`config.mk`:
```
export PLATFORM = sky130hd
export DESIGN_NAME = osc_freq_counter_flat
export DESIGN_NICKNAME = d
export VERILOG_FILES = /design/src/rtl/osc_pkg.sv /design/src/rtl/osc_freq_counter_if.sv /design/src/rtl/osc_edge_sync.sv /design/src/rtl/osc_freq_counter.sv /design/src/flat_wrapper.sv
export SDC_FILE = /design/constraint.sdc
export NUM_CORES = 1
export LEC_CHECK = 0
export ABC_AREA = 1
export CAP_MARGIN = 20
export CORE_MARGIN = 4
export CORE_UTILIZATION = 40
export DETAILED_ROUTE_END_ITERATION = 8
export GPL_TIMING_DRIVEN = 0
export PLACE_DENSITY = 0.7
export SETUP_SLACK_MARGIN = 0.02
export SLEW_MARGIN = 40
export SYNTH_ARGS = -nofsm -noshare
export SYNTH_HDL_FRONTEND = slang
export SYNTH_SLANG_ARGS = --single-unit
```
`constraint.sdc`:
```
create_clock -name clk -period 4 [get_ports clk]
set_input_delay 0.6 -clock clk [delete_from_list [all_inputs] [get_ports clk]]
set_output_delay 0.6 -clock clk [all_outputs]
set_load 0.005 [all_outputs]
```
`src/rtl/osc_pkg.sv`:
```
// Shared definitions for the ring-oscillator frequency counter and its readout.
package osc_pkg;

    typedef enum logic [1:0] {
        IDLE = 2'd0,
        GATE = 2'd1,
        DONE = 2'd2
    } osc_state_e;

    localparam int OSC_COUNT_W     = 16;
    localparam int OSC_GATE_CYCLES = 1024;

endpackage

```
`src/rtl/osc_freq_counter_if.sv`:
```
// Control/result bundle between the frequency counter and whoever drives it.
interface osc_freq_counter_if #(
    parameter int COUNT_W = 16
);
    logic               start;
    logic               cont;
    logic               busy;
    logic               done;
    logic [COUNT_W-1:0] count;
    logic               overflow;

    modport master (output start, cont, input busy, done, count, overflow);
    modport slave  (input start, cont, output busy, done, count, overflow);
endinterface

```
`src/rtl/osc_edge_sync.sv`:
```
// Synchronizes an asynchronous oscillator tap into clk and flags its rising edges.
// The edge output is named edge_det because "edge" is a reserved word.
module osc_edge_sync #(
    parameter int SYNC_STAGES = 2
) (
    input  logic clk,
    input  logic rst,
    input  logic async_in,
    output logic edge_det
);
    logic [SYNC_STAGES-1:0] sync_q, sync_d;
    logic                   prev_q, prev_d;

    // Shift the tap through the synchronizer; prev holds the last synchronized value.
    always_comb begin
        sync_d = {sync_q[SYNC_STAGES-2:0], async_in};
        prev_d = sync_q[SYNC_STAGES-1];
    end

    // Synchronizer and history registers.
    always_ff @(posedge clk or posedge rst) begin
        if (rst) begin
            sync_q <= '0;
            prev_q <= 1'b0;
        end else begin
            sync_q <= sync_d;
            prev_q <= prev_d;
        end
    end

    assign edge_det = sync_q[SYNC_STAGES-1] & ~prev_q;
endmodule

```
`src/rtl/osc_freq_counter.sv`:
```
// Counts rising edges of a divided oscillator tap over a fixed clk gate window.
module osc_freq_counter
    import osc_pkg::*;
#(
    parameter int GATE_CYCLES = OSC_GATE_CYCLES,
    parameter int COUNT_W     = OSC_COUNT_W,
    parameter int SYNC_STAGES = 2
) (
    input  logic                  clk,
    input  logic                  rst,
    input  logic                  osc_in,
    osc_freq_counter_if.slave     bus
);
    localparam int                GCW       = $clog2(GATE_CYCLES);
    localparam logic [GCW-1:0]    GATE_LAST = GCW'(GATE_CYCLES - 1);
    localparam logic [COUNT_W-1:0] ACC_MAX  = '1;

    osc_state_e         state_q, state_d;
    logic [GCW-1:0]     gate_q, gate_d;
    logic [COUNT_W-1:0] acc_q, acc_d;
    logic               sat_q, sat_d;
    logic [COUNT_W-1:0] count_q, count_d;
    logic               ovf_q, ovf_d;
    logic               osc_edge;

    osc_edge_sync #(.SYNC_STAGES(SYNC_STAGES)) u_sync (
        .clk      (clk),
        .rst      (rst),
        .async_in (osc_in),
        .edge_det (osc_edge)
    );

    // Gate FSM, gate counter and saturating edge accumulator. The result is
    // loaded on the way into DONE so it is visible together with done.
    always_comb begin
        state_d = state_q;
        gate_d  = gate_q;
        acc_d   = acc_q;
        sat_d   = sat_q;
        count_d = count_q;
        ovf_d   = ovf_q;
        case (state_q)
            IDLE: begin
                if (bus.start || bus.cont) begin
                    state_d = GATE;
                    gate_d  = '0;
                    acc_d   = '0;
                    sat_d   = 1'b0;
                end
            end
            GATE: begin
                gate_d = gate_q + 1'b1;
                if (osc_edge) begin
                    if (acc_q == ACC_MAX) sat_d = 1'b1;
                    else                  acc_d = acc_q + 1'b1;
                end
                if (gate_q == GATE_LAST) begin
                    state_d = DONE;
                    count_d = acc_d;
                    ovf_d   = sat_d;
                end
            end
            DONE: begin
                if (bus.cont) begin
                    state_d = GATE;
                    gate_d  = '0;
                    acc_d   = '0;
                    sat_d   = 1'b0;
                end else begin
                    state_d = IDLE;
                end
            end
            default: state_d = IDLE;
        endcase
    end

    // State and datapath registers; reset discards any gate in progress.
    always_ff @(posedge clk or posedge rst) begin
        if (rst) begin
            state_q <= IDLE;
            gate_q  <= '0;
            acc_q   <= '0;
            sat_q   <= 1'b0;
            count_q <= '0;
            ovf_q   <= 1'b0;
        end else begin
            state_q <= state_d;
            gate_q  <= gate_d;
            acc_q   <= acc_d;
            sat_q   <= sat_d;
            count_q <= count_d;
            ovf_q   <= ovf_d;
        end
    end

    assign bus.busy     = (state_q == GATE);
    assign bus.done     = (state_q == DONE);
    assign bus.count    = count_q;
    assign bus.overflow = ovf_q;
endmodule
```
`src/flat_wrapper.sv`:
```
// flat-port wrapper written by rule: the top's interface ports become plain ports
module osc_freq_counter_flat import osc_pkg::*;
#(
    parameter int GATE_CYCLES = OSC_GATE_CYCLES,
    parameter int COUNT_W     = OSC_COUNT_W,
    parameter int SYNC_STAGES = 2
)
  (clk, rst, osc_in, bus_start, bus_cont, bus_busy, bus_done, bus_count, bus_overflow);
  osc_freq_counter_if #(.COUNT_W(COUNT_W)) bus_i ();
  input  logic clk;
  input  logic rst;
  input  logic osc_in;
  input wire logic [$bits(bus_i.start)-1:0] bus_start;
  input wire logic [$bits(bus_i.cont)-1:0] bus_cont;
  output wire logic [$bits(bus_i.busy)-1:0] bus_busy;
  output wire logic [$bits(bus_i.done)-1:0] bus_done;
  output wire logic [$bits(bus_i.count)-1:0] bus_count;
  output wire logic [$bits(bus_i.overflow)-1:0] bus_overflow;
  assign bus_i.start = bus_start;
  assign bus_i.cont = bus_cont;
  assign bus_busy = bus_i.busy;
  assign bus_done = bus_i.done;
  assign bus_count = bus_i.count;
  assign bus_overflow = bus_i.overflow;
  osc_freq_counter #(.GATE_CYCLES(GATE_CYCLES), .COUNT_W(COUNT_W), .SYNC_STAGES(SYNC_STAGES)) u_core (.clk(clk), .rst(rst), .osc_in(osc_in), .bus(bus_i));
endmodule
```
==> results.py, run 1 <==
metrics = {
    "outcome": {
        "status": "finished, final reports clean",
    },
    "setup_path": {
        "path_class": "flip-flop to output port",
        "max_stage_delay_ps": 620,
        "slowest_stage": "clkdlybuf4s50_1",
        "cp-start-kind": "flip-flop",
        "cp_max_fo": 10,
        "required_ps": 3400,
        "path_common_cell": "inv_1",
        "path_cells": "inv_1 > nand2_1 > inv_1 > clkbuf_1 > clkdlybuf4s50_1",
        "cp.arrival_ps": 2170,
        "cp-end-kind": "output port",
    },
    "routing": {
        "wl_per_cell_um": 12.2,
        "first_iter_violations": 146,
        "via_per_inst": 4.88,
        "dr_wl_met3_um": 194,
        "top_layer": "met4",
        "met1Wirelength_mm": 2.70,
        "ant_nets": 0,
        "drt-total-wl_mm": 5.45,
        "first_pass_iters": 4,
        "drcViolationCount": 0,
        "wl_met2_mm": 2.50,
        "vias": 2187,
    },
    "synthesis": {
        "async_reset_ff_frac": 1.00,
        "synthXorXnorAreaFrac": 0.0102,
        "synth_simple_gate_area_frac": 0.386,
        "synthMuxAreaShare": 0,
        "synth_cell_types": 29,
        "ys_ff_latch": 49,
        "synth_edf_count": 0,
        "synth_common_cells": "nand2_1 (141), dfrtp_1 (49), inv_1 (33), nand3_1 (33), nor2_1 (19)",
        "synthesis.area_um2": 2590,
        "synth-compound-area-share": 0.0464,
        "synthAdderAreaFrac": 0.00968,
        "synth-main-ff-cell": "dfrtp_1",
        "synth_top_area_frac": 0.474,
        "yosys.cell_count.top_type": "nand2_1",
        "syn_nets": 348,
        "ys_seq_area_frac": 0.474,
        "synth_top_family_by_area": "simple AND/OR/NAND/NOR gates",
        "yosysTopAreaCell": "dfrtp_1",
        "yosys_warnings": 0,
        "avgSynthCellArea_um2": 7.58,
        "synthTopCellsByArea": "dfrtp_1 (47%), nand2_1 (20%), nand3_1 (6.4%)",
        "synth_cells": 341,
    },
    "clock_tree": {
        "h-tree-depth": 2,
        "clk_latency_ps": 300,
        "cts_max_path_buffers": 2,
        "cts_resized": 0,
        "clkSlewWorstSetupHoldPaths_ps": 80,
        "cts_root_buf": "clkbuf_8",
        "cts_tree": "done",
        "cts_sinks": 49,
        "cts_setup_buffers": 0,
        "numCtsBuffers": 5,
        "ctsHoldBuffers": 0,
    },
    "layout": {
        "antennaDiodeCount": 0,
        "area_delta_synth_final_pct": 16.4,
        "post-route-util": 0.477,
        "final_area_um2": 3010,
        "fill_cells": 637,
        "multi_input_area_um2": 1170,
        "seq_area_um2": 1230,
        "drive_gt1_frac": 0.0782,
        "nets": 379,
    },
    "floorplanning": {
        "die_x_um": 88.4,
        "die_h_um": 88.4,
        "num_rows": 29,
        "dieArea_um2": 7820,
        "start_util": 0.410,
        "num_io_pins": 24,
        "core-area_um2": 6310,
    },
    "power": {
        "clockPowerShare": 0.233,
        "switching_power_uw": 410,
        "combPwrFrac": 0.236,
        "ir_drop_mv": 0.178,
        "p_seq_frac": 0.532,
        "power-per-cell-area_nw_per_um2": 393,
        "p_int_uw": 772,
        "cellLeakagePower_nw": 1.56,
        "power_switching_share": 0.347,
    },
    "sta": {
        "fin_skew_ps": 4.60,
        "post-route-period-util": 0.692,
        "fin_ws_ps": 1230,
        "slew_headroom": 0.642,
        "slew_viol_final": 0,
        "grt_setup_unrepaired": "no",
        "setup_tns_ps": 0,
        "setup-violations-final": 0,
        "whs_ps": 363,
        "hold_viol": 0,
        "worstMarginPinSlew_ps": 537,
        "fin_crit_ps": 2770,
        "fmax_ghz": 0.361,
    },
    "place": {
        "io_buffer_count": 23,
        "dp_hpwl_mm": 3.98,
        "place_ws_ps": 1540,
        "place_area_um2": 2940,
        "place_congestion": 0.836,
    },
    "grt": {
        "grt-ovfl-total": 0,
        "antenna_found_initial": 0,
        "track_usage": 0.158,
        "grt_pass1_vias": 2144,
        "grt_pass1_wl_mm": 9.79,
        "grt_max_degree": 31,
    },
    "worst_hold_path": {
        "holdCritPathClass": "flip-flop to flip-flop",
    },
    "run": {
        "maxCapViolCount": 0,
    },
}
metrics by stage:
stage	power [mW]	instances
global route	1.28	448
finish	1.18	448
CTS	1.19	448
global placement	0.902	441
detailed placement	0.917	442
floorplan	0.853	341
flip-flops by register name (all words and copies together), names as in the netlist:
name	cells
u_core.state_q	2
u_core.acc_q	16
u_core.gate_q	10
u_core.u_sync.sync_q	2
u_core.u_sync.prev_q	1
u_core.bus.count	16
u_core.sat_q	1
u_core.bus.overflow	1
placed cells by master, fill, tap and decap left out, types with 3 or more instances in the layout:
master and n:
a21oi_1 4, buf_2 4, buf_6 3, clkbuf_8 5
clkdlybuf4s50_1 23, dfrtp_1 49, inv_1 32, nand2_1 141
nand3_1 33, nand3_2 3, nand3b_1 4, nand4_1 7
nor2_1 19, nor3_1 4, o21ai_0 13, o21ai_1 4
power groups by stage:
stage | sequential, mW | clock [mW] | combinational, mW
after floorplan | 0.615 | 0 | 0.237
after global placement | 0.633 | 0 | 0.268
after detailed placement | 0.636 | 0 | 0.281
after CTS | 0.628 | 0.284 | 0.281
after global routing | 0.640 | 0.308 | 0.328
final | 0.628 | 0.275 | 0.279
final cells by class:
type	instances	area share
Sequential cell	49	0.407
Multi-Input combinational cell	249	0.388
Timing Repair Buffer	24	0.0832
Inverter	35	0.0453
Tap cell	77	0.0320
Clock buffer	5	0.0229
Buffer	8	0.0191
Clock inverter	1	0.00166
per-layer routing:
layer / GRT usage / vias up
met5: 0 / -
met4: 0.0412 / 0
met3: 0.0326 / 8
met2: 0.254 / 29
met1: 0.218 / 1010
li1: - / 1140
kinds of logic (layout without fill, tap and decap cells):
group,count (synthesis),in the layout
simple gates,221,221
flops,49,49
buf+inv,43,73
compound gates,23,23
xor+xnor,3,3
fa+ha+maj,2,2
path summary, 6_finish.rpt:
check / start / to / slack [ps] / cells after the start
worst max-delay path: u_core.state_q[1] / bus_busy / 1230 / 5
worst min-delay path: u_core.u_sync.sync_q[0] / u_core.u_sync.sync_q[1] / 360 / 0
worst max register to register: u_core.gate_q[1] / u_core.bus.count[13] / 2290 / 9
worst min register to register: u_core.u_sync.sync_q[0] / u_core.u_sync.sync_q[1] / 360 / 0
max in group asynchronous: rst / u_core.gate_q[8] / 2980 / 3
min in group asynchronous: rst / u_core.bus.count[2] / 580 / 2
critical path: cells and delay by family, from the launching register on:
family | cells | cell delay [ps]
buffers and inverters | 4 | 1310
DFF | 1 | 360
and+or+nand+nor | 1 | 190
(Power assumes the default switching activity.)
==> run 2, diff against run 1 <==
- PLACE_DENSITY: 0.7 -> 0.72
- clock period: 4 -> 2.23 ns (I/O delays scaled with it)
==> run 2 against run 1 <==
  * Routed wire length grew 3.3%
  * Die area stayed put
  * Via count is 1.9% higher
  * Global-route usage rose by 0.89 points
  * Register-to-register slack lost 1800 ps
  * Sequential share of layout area fell by 0.27 points
  * Non-clock buffer count unchanged
  * Sequential power grew 80%
  * Core utilization rose by 0.32 points
  * Worst hold slack worse by 39 ps
  * Total power increased by 83%
  * Sequential cell count unchanged
  * Critical endpoint unchanged
  * Largest power group unchanged
==> results.py, run 2 (synthesis results as in run 1) <==
metrics = {
    "outcome": {
        "status": "finished, final reports clean",
    },
    "setup_path": {
        "required_ps": 1900,
        "critical_path.top_delay_family": "buffers and inverters",
        "max_stage_delay_ps": 520,
        "cp.arrival_ps": 1670,
        "path_cells": "inv_1 > nand2_1 > clkinvlp_4 > clkdlybuf4s50_1",
        "path_class": "flip-flop to output port",
        "cp-start-kind": "flip-flop",
        "slowest_stage": "clkdlybuf4s50_1",
        "cp_max_fo": 4,
        "path_buf_inv": 3,
        "crit_path_start": "u_core.state_q[1]",
        "cp-end-kind": "output port",
        "r2r_start": "u_core.gate_q[1]",
    },
    "place": {
        "place_ws_ps": 1.35,
        "place_congestion": 0.871,
        "dp_cells": 442,
        "dp_hpwl_mm": 4.06,
        "io_buffer_count": 23,
    },
    "power": {
        "combPwrFrac": 0.236,
        "power-per-cell-area_nw_per_um2": 713,
        "p_int_mw": 1.39,
        "cellLeakagePower_nw": 1.57,
        "clockPowerShare": 0.242,
        "switching_power_uw": 765,
        "ir_drop_mv": 0.331,
        "power_switching_share": 0.354,
        "p_seq_frac": 0.522,
    },
    "routing": {
        "first_pass_iters": 4,
        "first_iter_violations": 129,
        "drcViolationCount": 0,
        "via_per_inst": 4.95,
        "ant_nets": 0,
        "vias": 2229,
        "drt-total-wl_mm": 5.63,
        "wl_per_cell_um": 12.5,
    },
    "worst_hold_path": {
        "holdCritPathClass": "input port to async pin",
    },
    "layout": {
        "final_cells": 450,
        "layout_common_cells": "nand2_1 (141), dfrtp_1 (49), nand3_1 (33), inv_1 (31), clkdlybuf4s50_1 (23)",
        "area_delta_synth_final_pct": 17.1,
        "antennaDiodeCount": 0,
        "nets": 379,
        "drive_gt1_frac": 0.0885,
        "final_common_cell": "nand2_1",
        "fill_cells": 659,
        "post-route-util": 0.480,
    },
    "sta": {
        "post-route-period-util": 0.897,
        "fin_crit_ps": 2000,
        "hold_viol": 0,
        "setup_tns_ps": 0,
        "slew_headroom": 0.769,
        "worstMarginPinSlew_ps": 345,
        "fmax_ghz": 0.500,
        "fin_ws_ps": 230,
        "slew_viol_final": 0,
        "grt_setup_unrepaired": "no",
        "setup-violations-final": 0,
        "whs_ps": 324,
        "fin_skew_ps": 7.05,
    },
    "floorplanning": {
        "die_x_um": 88.4,
        "num_rows": 29,
        "num_io_pins": 24,
        "start_util": 0.410,
        "core-area_um2": 6310,
        "die_h_um": 88.4,
        "dieArea_um2": 7820,
    },
    "clock_tree": {
        "h-tree-depth": 2,
        "cts_tree": "done",
        "cts_max_path_buffers": 2,
        "numCtsBuffers": 5,
        "cts_root_buf": "clkbuf_8",
        "clk_latency_ps": 310,
        "clkSlewWorstSetupHoldPaths_ps": 90,
        "ctsHoldBuffers": 0,
        "cts_sinks": 49,
    },
    "grt": {
        "grt-ovfl-total": 0,
        "track_usage": 0.167,
        "grt_pass1_wl_mm": 10.2,
        "antenna_found_initial": 0,
        "grt_max_degree": 30,
        "grt_pass1_vias": 2256,
    },
    "run": {
        "maxCapViolCount": 0,
    },
}
==> run 2: cell types whose count changed in the layout (fill, tap and decap cells not counted), sizes merged <==
cell,previous run,this run
buf,8,9
clkbuf,6,5
inv,35,34
clkinvlp,0,2
clkinv,1,2
==> run 2: final timing paths <==
path,endpoint,slack (ps),cells after the start
worst max-delay path,bus_busy,230,4
worst min-delay path,u_core.u_sync.sync_q[0],320,2
worst max register to register,u_core.bus.count[6],520,9
worst min register to register,u_core.u_sync.sync_q[1],360,0
max in group asynchronous,u_core.bus.count[14],1470,3
min in group clk,u_core.u_sync.sync_q[1],360,0
==> run 2: cell type report <==
type                       count  area [um2]  share of cell area
clock buffer                   5        68.8              0.0227
buffer                         7        53.8              0.0178
inverter                      35         140              0.0463
clock inverter                 3        17.5             0.00578
sequential                    49        1230               0.405
timing repair buffer          25         258              0.0851
tap                           77        96.3              0.0318
multi-input combinational    249        1170               0.386
==> run 2: timing repair <==
| action | 4_1_cts | 5_1_grt |
|---|---|---|
| gates resized for setup | 1 | 0 |
| setup buffers | 1 | 0 |
| setup endpoints to repair | 1 | 0 |
==> run 2: routing by layer <==
metal  track usage  vias to the layer above  part of all wire
li1              -                     1140                 -
met1         0.222                     1037              0.48
met2         0.266                       43              0.46
met3        0.0335                        9             0.040
met4        0.0673                        0             0.016
met5             0                        -                 0
==> run 2: stage by stage <==
step	power [mW]	cell area, um2
after floorplan	1.53	2590
after global placement	1.62	2910
after detailed placement	1.65	2940
after CTS	2.18	3030
after global routing	2.32	3030
final	2.16	3030
==> run 2: power by group through the flow <==
stage                     Combinational [mW]  Clock, mW  Sequential (mW)
final                                  0.510      0.523             1.13
after global routing                   0.601      0.577             1.14
after CTS                              0.512      0.543             1.13
after detailed placement               0.508          0             1.14
after global placement                 0.485          0             1.14
after floorplan                        0.426          0             1.10
==> run 3, diff against run 2 <==
- CORE_UTILIZATION: 40 -> 25
- CTS_CLUSTER_DIAMETER: not set -> 200
- GPL_TIMING_DRIVEN: 0 -> not set
- PLACE_DENSITY: 0.72 -> 0.54
==> run 3 against run 2 <==
  * Sequential cell count is the same
  * Register-to-register slack lost 40 ps
  * Sequential power barely moved
  * Critical path depth is the same
  * Combinational power hardly changed
  * Worst setup slack improved by 30 ps
  * Worst hold slack gained 36 ps
  * Routed wire length increased by 5.0%
  * Sequential share of layout area shrank 0.85 points
  * Clock skew rose by 1.1 ps
  * Global-route usage is 5.8 points lower
==> results.py, run 3 (synthesis results as in run 1) <==
metrics = {
    "outcome": {
        "status": "finished, final reports clean",
    },
    "place": {
        "io_buffer_count": 23,
        "place_ws_ps": 446,
        "dp_hpwl_mm": 4.22,
        "dp_cells": 497,
        "place_congestion": 0.867,
    },
    "floorplanning": {
        "start_util": 0.261,
        "num_io_pins": 24,
        "die_h_um": 110,
        "core-area_um2": 9910,
        "num_rows": 36,
        "die_x_um": 110,
        "dieArea_um2": 12000,
    },
    "sta": {
        "fin_ws_ps": 260,
        "setup_tns_ps": 0,
        "grt_setup_unrepaired": "no",
        "setup-violations-final": 0,
        "post-route-period-util": 0.883,
        "hold_viol": 0,
        "fin_crit_ps": 1970,
        "slew_headroom": 0.794,
        "fmax_ghz": 0.508,
        "slew_viol_final": 0,
        "fin_skew_ps": 8.11,
        "worstMarginPinSlew_ps": 308,
    },
    "setup_path": {
        "r2r_slack_ps": 480,
        "required_ps": 1900,
        "worstRegToRegCells": 8,
        "r2r_start": "u_core.acc_q[1]",
        "cp.arrival_ps": 1640,
        "cp-end-kind": "output port",
        "path_class": "flip-flop to output port",
        "cp-start-kind": "flip-flop",
        "cp_max_fo": 4,
        "rr_endpoint": "u_core.acc_q[0]",
    },
    "clock_tree": {
        "ctsHoldBuffers": 0,
        "cts_setup_buffers": 0,
        "numCtsBuffers": 5,
        "cts_max_path_buffers": 2,
        "cts_sinks": 49,
        "h-tree-depth": 2,
        "cts_resized": 0,
        "clkSlewWorstSetupHoldPaths_ps": 90,
        "cts_tree": "done",
        "cts_root_buf": "clkbuf_8",
        "clk_latency_ps": 310,
    },
    "worst_hold_path": {
        "min_from": "u_core.u_sync.sync_q[0]",
        "min_to": "u_core.u_sync.sync_q[1]",
        "holdPathStages": 0,
        "holdCritPathClass": "flip-flop to flip-flop",
    },
    "routing": {
        "drcViolationCount": 0,
        "via_per_inst": 4.40,
        "drt-total-wl_mm": 5.91,
        "first_pass_iters": 5,
        "wl_per_cell_um": 11.7,
        "first_iter_violations": 77,
        "ant_nets": 0,
        "vias": 2221,
    },
    "layout": {
        "drive_gt1_frac": 0.0833,
        "final_cells": 505,
        "fill_cells": 1104,
        "post-route-util": 0.312,
        "layout_common_cells": "nand2_1 (141), dfrtp_1 (49), nand3_1 (33), inv_1 (32), clkdlybuf4s50_1 (23)",
        "nets": 378,
        "area_delta_synth_final_pct": 19.6,
        "final_common_cell": "nand2_1",
        "antennaDiodeCount": 0,
    },
    "grt": {
        "grt_pass1_vias": 2199,
        "grt-ovfl-total": 0,
        "track_usage": 0.109,
        "grt_pass1_wl_mm": 10.3,
        "antenna_found_initial": 0,
        "grt_max_degree": 50,
    },
    "power": {
        "ir_drop_mv": 0.228,
        "power-per-cell-area_nw_per_um2": 712,
        "cellLeakagePower_nw": 1.57,
    },
    "run": {
        "maxCapViolCount": 0,
    },
}
[run 3: worst max-delay path, cell delays in order, from the launching register on]
cell	delay (ps)
dfrtp_1	370
inv_1	80
nand2_1	180
inv_1	170
clkdlybuf4s50_1	520
[run 3: area by class of cell]
class / count / area (um2) / share of cell area
flip-flops and latches: 49 / 1230 / 0.396
multi-input cells: 249 / 1170 / 0.378
repair buffers: 31 / 303 / 0.0979
well taps: 133 / 166 / 0.0538
inverters: 35 / 134 / 0.0433
clock buffers: 6 / 82.6 / 0.0267
clock inverters: 2 / 13.8 / 0.00445
[run 3: how the worst max path moves through the flow]
stage	start	to
after floorplan	rst	u_core.acc_q[0]
after global placement	bus_start	u_core.gate_q[9]
after detailed placement	bus_start	u_core.gate_q[9]
after CTS	u_core.state_q[1]	bus_busy
after global routing	u_core.state_q[1]	bus_busy
final	u_core.state_q[1]	bus_busy
[run 3: routing by layer]
metal  part of all wire  vias to the layer above  track usage
met3              0.037                       10       0.0247
met5                  0                        -            0
met1               0.50                     1037        0.146
met4              0.017                        0       0.0419
li1                   -                     1141            -
met2               0.44                       33        0.170
[run 3: report_power, final]
group	internal [mW]	total, mW	switching [mW]
Sequential	0.987	1.12	0.137
Combinational	0.192	0.508	0.316
Clock	0.252	0.570	0.318
[run 3: metrics by stage]
step	cell area, um2	hold slack, ps	power (mW)
final	3090	360	2.20
after global routing	3090	377	2.38
after detailed placement	3000	340	1.65
after floorplan	2590	331	1.53
after global placement	3000	335	1.64
after CTS	3090	363	2.23
